`config.mk`:
```
export PLATFORM = sky130hd
export DESIGN_NAME = shift_unit_pipe
export DESIGN_NICKNAME = d
export VERILOG_FILES = /design/src/rtl/shift_unit_pipe.sv
export SDC_FILE = /design/constraint.sdc
export NUM_CORES = 1
export LEC_CHECK = 0
export CAP_MARGIN = 20
export CORE_UTILIZATION = 57
export DETAILED_ROUTE_END_ITERATION = 12
export PLACE_DENSITY = 0.82
export SYNTH_ARGS = -nofsm -noshare
export SYNTH_HDL_FRONTEND = slang
export SYNTH_SLANG_ARGS = --single-unit
```
`constraint.sdc`:
```
create_clock -name clk -period 2.5 [get_ports clk]
set_clock_uncertainty 0.05 [all_clocks]
set_input_delay 0.375 -clock clk [delete_from_list [all_inputs] [get_ports clk]]
set_output_delay 0.375 -clock clk [all_outputs]
set_load 0.02 [all_outputs]
```
`src/rtl/shift_unit_pipe.sv`:
```
// Pipelined SLL/SRL/SRA shifter with valid/ready handshakes on both sides.
// Define ROTATE_EN to add ROL/ROR; without it those codes pass the operand through.
module shift_unit_pipe #(
  parameter int XLEN = 32,
  parameter int PIPE = 2,
  parameter int TAGW = 5
) (
  input  logic                    clk,
  input  logic                    rst_n,
  input  logic                    flush,
  input  logic                    in_valid,
  output logic                    in_ready,
  input  logic [2:0]              in_op,
  input  logic [XLEN-1:0]         in_data,
  input  logic [$clog2(XLEN)-1:0] in_shamt,
  input  logic [TAGW-1:0]         in_tag,
  output logic                    out_valid,
  input  logic                    out_ready,
  output logic [XLEN-1:0]         out_data,
  output logic [TAGW-1:0]         out_tag
);

  localparam int SHW = $clog2(XLEN);
  localparam int LPS = (SHW + PIPE - 1) / PIPE;

  localparam logic [2:0] OP_SLL = 3'b000;
  localparam logic [2:0] OP_SRL = 3'b001;
  localparam logic [2:0] OP_SRA = 3'b010;
`ifdef ROTATE_EN
  localparam logic [2:0] OP_ROL = 3'b100;
  localparam logic [2:0] OP_ROR = 3'b101;
`endif

  // Applies only the mux levels owned by stage stg (level i lives in stage i/LPS).
  function automatic logic [XLEN-1:0] shift_grp(
    input logic [XLEN-1:0] d,
    input logic [2:0]      op,
    input logic [SHW-1:0]  sh,
    input int              stg
  );
    logic [XLEN-1:0] r;
    r = d;
    for (int i = 0; i < SHW; i++) begin
      if ((i / LPS) == stg && sh[i]) begin
        unique case (op)
          OP_SLL: r = r << (1 << i);
          OP_SRL: r = r >> (1 << i);
          OP_SRA: r = $signed(r) >>> (1 << i);
`ifdef ROTATE_EN
          OP_ROL: r = (r << (1 << i)) | (r >> (XLEN - (1 << i)));
          OP_ROR: r = (r >> (1 << i)) | (r << (XLEN - (1 << i)));
`endif
          default: r = r;
        endcase
      end
    end
    return r;
  endfunction

  logic [PIPE-1:0] vld_q;
  logic [XLEN-1:0] data_q [PIPE];
  logic [2:0]      op_q   [PIPE];
  logic [SHW-1:0]  sh_q   [PIPE];
  logic [TAGW-1:0] tag_q  [PIPE];

  logic [PIPE-1:0] en;
  logic [PIPE-1:0] vld_d;
  logic [XLEN-1:0] data_d [PIPE];
  logic [2:0]      op_d   [PIPE];
  logic [SHW-1:0]  sh_d   [PIPE];
  logic [TAGW-1:0] tag_d  [PIPE];

  // A stage may load when it is empty or its successor is loading.
  always_comb begin
    logic run;
    en  = '0;
    run = !vld_q[PIPE-1] || out_ready;
    en[PIPE-1] = run;
    for (int k = PIPE - 2; k >= 0; k--) begin
      run   = !vld_q[k] || run;
      en[k] = run;
    end
  end

  assign in_ready = en[0] && !flush;

  always_comb begin
    vld_d     = '0;
    vld_d[0]  = in_valid && in_ready;
    data_d[0] = shift_grp(in_data, in_op, in_shamt, 0);
    op_d[0]   = in_op;
    sh_d[0]   = in_shamt;
    tag_d[0]  = in_tag;
    for (int k = 1; k < PIPE; k++) begin
      vld_d[k]  = vld_q[k-1];
      data_d[k] = shift_grp(data_q[k-1], op_q[k-1], sh_q[k-1], k);
      op_d[k]   = op_q[k-1];
      sh_d[k]   = sh_q[k-1];
      tag_d[k]  = tag_q[k-1];
    end
  end

  always_ff @(posedge clk or negedge rst_n) begin
    if (!rst_n) begin
      vld_q <= '0;
      for (int k = 0; k < PIPE; k++) begin
        data_q[k] <= '0;
        op_q[k]   <= '0;
        sh_q[k]   <= '0;
        tag_q[k]  <= '0;
      end
    end else begin
      for (int k = 0; k < PIPE; k++) begin
        if (flush) begin
          vld_q[k] <= 1'b0;
        end else if (en[k]) begin
          vld_q[k] <= vld_d[k];
        end
        if (!flush && en[k] && vld_d[k]) begin
          data_q[k] <= data_d[k];
          op_q[k]   <= op_d[k];
          sh_q[k]   <= sh_d[k];
          tag_q[k]  <= tag_d[k];
        end
      end
    end
  end

  assign out_valid = vld_q[PIPE-1];
  assign out_data  = data_q[PIPE-1];
  assign out_tag   = tag_q[PIPE-1];

  logic unused_last;
  assign unused_last = ^{op_q[PIPE-1], sh_q[PIPE-1]};

endmodule

```
After elaboration in Yosys (flattened, before gate mapping)
Cells that the tools add are included.
{"block": "classes", "n_eq_ne": 4, "n_lt_le_gt_ge": 0, "add_sub_neg": 0, "multipliers": 0, "n_mux": 14, "reduce_logical": 14, "shifts": 0, "bitwise": 0, "div": 0}
{"op": "$pmux 32 s3", "n": 5}
{"op": "$mux 32", "n": 5}
{"op": "$eq 3x1->1 const B", "n": 2}
{"op": "$eq 3x2->1 const B", "n": 2}
{"op": "$logic_not 3->1", "n": 2}
{"op": "$logic_and 1x1->1", "n": 5}
{"op": "$mux 1", "n": 4}
{"op": "$reduce_bool 2->1", "n": 2}
{"op": "$logic_not 1->1", "n": 3}
{"op": "$logic_or 1x1->1", "n": 2}
{"block": "word_totals", "ff_bits": 84, "memories": 0, "inputBits": 50, "romBits": 0, "ram_bits": 0, "latch_bits": 0}

Longest topological paths before layout
{"block": "logic_depth", "word_depth": 7, "mapped_depth": 10}

Least setup slack after synthesis
No wires, ideal clock.
{"block": "synth_path", "path_kind": "register to register", "from": "register vld_q[1]", "to": "register data_q[52] (netlist bit)", "period_less_slack_ns": 2.254, "arrival_time_ns": 2.063, "required_time_ns": 2.309, "stages_incl_launch_ff": 8, "setup_slack_ns": 0.246, "n_path_buf": 3, "cell_sequence": "dfrtp_1 > nor2b_1 > a21oi_1 > and2_1 > clkbuf_1 > clkbuf_1 > clkbuf_1 > a31oi_1"}
{"block": "synth_via", "elab_chain_cells": 6}
{"element": "start: declaration", "line_no": "60", "text": "logic [PIPE-1:0] vld_q;"}
{"element": "start signal: indexed assignment", "line_no": "117", "text": "vld_q[k] <= vld_d[k];"}
{"element": "$logic_not 1->1 *", "line_no": "77", "text": "run = !vld_q[PIPE-1] || out_ready;"}
{"element": "$logic_or 1x1->1 *", "line_no": "77"}
{"element": "$logic_or 1x1->1 *", "line_no": "80", "text": "run = !vld_q[k] || run;"}
{"element": "$logic_and 1x1->1 *", "line_no": "85", "text": "assign in_ready = en[0] && !flush;"}
{"element": "named net in_ready", "line_no": "12", "text": "output logic in_ready,"}
{"element": "$logic_and 1x1->1", "line_no": "89", "text": "vld_d[0] = in_valid && in_ready;"}
{"element": "$logic_and 1x1->1 *", "line_no": "119", "text": "if (!flush && en[k] && vld_d[k]) begin"}
{"element": "end signal: indexed assignment", "line_no": "120", "text": "data_q[k] <= data_d[k];"}
{"element": "end: declaration", "line_no": "61", "text": "logic [XLEN-1:0] data_q [PIPE];"}
Mark *: on every way through the listed nets, which the timed path passes. The rest lies on a longest branch.
A chain may end at the register's enable or synchronous reset.

Final worst setup path
{"block": "layout_path", "from": "input port out_ready", "to": "output port in_ready"}
{"block": "layout_via", "elab_chain_cells": 3}
{"element": "start: declaration", "line_no": "18", "text": "input logic out_ready,"}
{"element": "$logic_or 1x1->1", "line_no": "77"}
{"element": "$logic_or 1x1->1", "line_no": "80"}
{"element": "$logic_and 1x1->1", "line_no": "85"}
{"element": "end: declaration", "line_no": "12"}
Every way passes these cells.

==> flow_summary.toml <==
[logic_synthesis]
synth_seq_area_share_pct = 28.7
synthDistinctLibCells = 70
syn_inst = 943
ys_top_cells_by_count = "nand2_1 (138), nor2_1 (87), dfrtp_1 (81)"
ys_seq_elements = 81
synth_area_leaders = "dfrtp_1 (29%), nand2_1 (7.3%), a21oi_1 (5.6%), o21ai_0 (5.5%), nor2_1 (4.6%)"
mappedNetlistNets = 993
post-synth-top-area-fraction_pct = 28.7
yosys.cell_count.top_type = "nand2_1"
async_flop_share_pct = 100
ys_warn_count = 0
prevailing_post_synth_register_cell = "dfrtp_1"
area_of_the_mapped_netlist_um2 = 7060
synth_top_cell_by_area = "dfrtp_1"
synth_enable_flop_cells = 0
post_synth.cell_area_avg_um2 = 7.49

[cells_and_area]
finalNetCount = 1140
layout.area.seq_um2 = 2030
finish.instance_area_um2 = 9250
fillCellCount = 904
total_area_of_multi_input_combinational_cells_um2 = 4440
synthToLayoutAreaGrowth_pct = 31.0
post_route_cells_drive_above_1_share_pct = 19.6
final_util_pct = 76.7
insertedDiodeCount = 0

[route]
route.vias.total = 8341
detail_route_antenna_nets = 0
detail_route.vias_per_cell = 6.60
number_of_iterations_in_the_first_detailed_routing_pass = 7
drt_drc_violations_left = 0
totalWireLength_um = 26100
route.detailed.wl_per_inst_um = 20.6
detail_route.iter0.violations = 1178

[sta]
maxClockFrequency_ghz = 0.447
rsz0062_at_grt = "no"
min_period_over_period_pct = 89.5
worstMarginPinSlew_ns = 0.606
maxSlewViolCount = 0
worst_slew_margin_rel_pct = 59.6
report.final.setup_viol = 0
final_hold_viol_count = 0
finalWorstSetupSlack_ns = 0.262
setup_tns_ns = 0
layout_min_cycle_time_ns = 2.24

[hold_path]
hp_class = "reg -> reg"
min_delay_path_depth = 2
hold_wc_startpoint = "tag_d[0]$_DFFE_PN0P_"
worst_hold_path.endpoint = "out_tag[0]$_DFFE_PN0P_"

[critical_path]
crit-reg2reg-launch = "sh_d[3]$_DFFE_PN0P_"
cp_common_cell = "clkdlybuf4s50_1"
worst_r2r_path_depth = 7
setup.worst_path.start_class = "primary input"
reg2reg_slack_ns = 0.26
regToRegEndpoint = "out_data[8]$_DFFE_PN0P_"
crit_path_end_kind = "output pin"
critical_path_peak_fanout = 5
worstPathCellList = "clkdlybuf4s50_1, nor2b_1, a21oi_1, clkdlybuf4s50_1"
required_ns = 2.08
crit_slowest_cell = "clkdlybuf4s50_1"
cp_slowest_stage_delay_ns = 0.64
critPathArrivalTime_ns = 1.81
crit_type = "in -> out"

[place]
final_weighted_congestion_in_routability_driven_placement = 0.994
buffer_ports.inserted = 88
placement.cell_area_um2 = 8840
post-place-ws_ns = -0.384
detailedPlacementHpwl_um = 20200

[floorplanning]
design.portCount = 89
die_x_um = 113
initial_utilization_pct = 58.6
placementRows = 40
chipHeight_um = 113
core_region_area_um2 = 12100
fp.dieArea_um2 = 12800

[global_routing]
grt_use_met2_pct = 62.8
grt_overflow_total = 0
grt_start_max_net_pins = 46
use_met1_pct = 55.7
grt_antenna_before_repair = 0
global_routing_s_busiest_layer = "met2"
grt_first_pass_wirelength_um = 41400
first_global_vias = 7799
gr-usage-met3_pct = 11.4
grtUsageTotal_pct = 41.6

[clocking]
tritoncts_clock_tree = "built"
max-clock-path-buffers = 2
clkSinkCount = 81
htree_num_levels = 3
clk_root_buffer_cell = "clkbuf_16"
inserted_clock_buffers = 9
clk_transition_reported_paths_ns = 0.07
clkLatencyLatePin_ns = 0.35

[power]
power.density_nw_per_um2 = 640
vdd_drop_max_mv = 0.431
power.leakage_nw = 3.87

[status]
status = "finished, final reports clean"

[job]
max_cap_viol_count = 0
==> state kept, by name, summed over array words and instances, names as in the netlist <==
register  flops
data_q       32
out_data     32
out_tag       5
tag_d         5
op_d          3
sh_d          2
vld_q         2
==> how the worst max path moves through the flow <==
stage,to,start,slack [ns]
floorplan,data_q[52]$_DFFE_PN0P_,vld_q[1]$_DFFE_PN0P_,0.25
global placement,data_q[40]$_DFFE_PN0P_,in_op[2],-0.39
detailed placement,data_q[40]$_DFFE_PN0P_,in_op[2],-0.38
CTS,data_q[45]$_DFFE_PN0P_,in_op[1],0.003
global route,data_q[50]$_DFFE_PN0P_,in_shamt[1],0.14
finish,in_ready,out_ready,0.26
==> what timing repair did <==
| action | CTS | global route |
|---|---|---|
| pin swaps | 1 | 1 |
| setup buffers | 0 | 1 |
| hold endpoints to repair | 36 | 0 |
| setup endpoints to repair | 4 | 25 |
| gates cloned | 0 | 0 |
| resized for setup | 2 | 11 |
| hold buffers | 1 | 0 |
==> cell type report <==
type	instances	area share, %
clock inverter	7	1.15
inverter	5	0.203
tap	168	2.27
sequential	81	21.9
clock buffer	9	2.43
multi-input combinational	741	48.0
timing repair buffer	252	24.0
==> placed cells by master, fill, tap and decap left out, drive strengths merged, types with 5 or more instances in the layout <==
master / n
a22oi: 8
a221oi: 16
a21oi: 79
o22ai: 50
o31ai: 16
clkbuf: 9
o22a: 11
nand2: 139
nor4b: 6
o211ai: 6
clkdlybuf4s50: 83
a211oi: 7
o21ai: 78
buf: 165
mux2: 18
o21a: 6
nor2: 87
nor2b: 14
nand2b: 25
nor4: 10
a31oi: 13
nand3: 11
inv: 8
mux2i: 12
nor3: 18
dfrtp: 81
and2: 11
o221ai: 9
a222oi: 11
o32a: 5
or3: 10
a221o: 10
==> logic make-up (layout without fill, tap and decap cells) <==
kind of cell,after synthesis,count (layout),share of synthesized area [%]
DFF,81,81,28.7
AOI/OAI and AO/OA,360,360,34.0
adders and majority gates,2,2,0.283
buffers and inverters,121,273,9.12
muxes,30,30,4.57
and+or+nand+nor,346,346,22.8
xor gates and xnor gates,3,3,0.478
==> stage by stage <==
stage	hold WS [ns]	total power, mW	std cells
after floorplan	0.0294	3.44	943
after global placement	0.309	4.31	1244
after detailed placement	0.311	4.35	1244
after CTS	0.427	5.85	1261
after global routing	0.452	6.19	1263
final	0.424	5.92	1263
==> where the power goes <==
group / total (mW) / leakage, nW / switching (mW) / internal (mW)
Clock: 1.50 / 0.163 / 0.603 / 0.894
Combinational: 2.52 / 2.75 / 1.37 / 1.15
Sequential: 1.90 / 0.962 / 0.302 / 1.60
==> layer usage <==
layer / up-vias / wire [µm]
li1: 3801 / -
met1: 3906 / 10600
met2: 536 / 11500
met3: 98 / 2990
met4: 0 / 972
met5: - / 0
==> critical path: cells and delay by family <==
family                 cells  cell delay, ns
buffers and inverters      2            1.10
AND/OR/NAND/NOR            1            0.09
AO/OA/AOI/OAI              1            0.24
No activity file was read; power rests on OpenSTA's default activity.
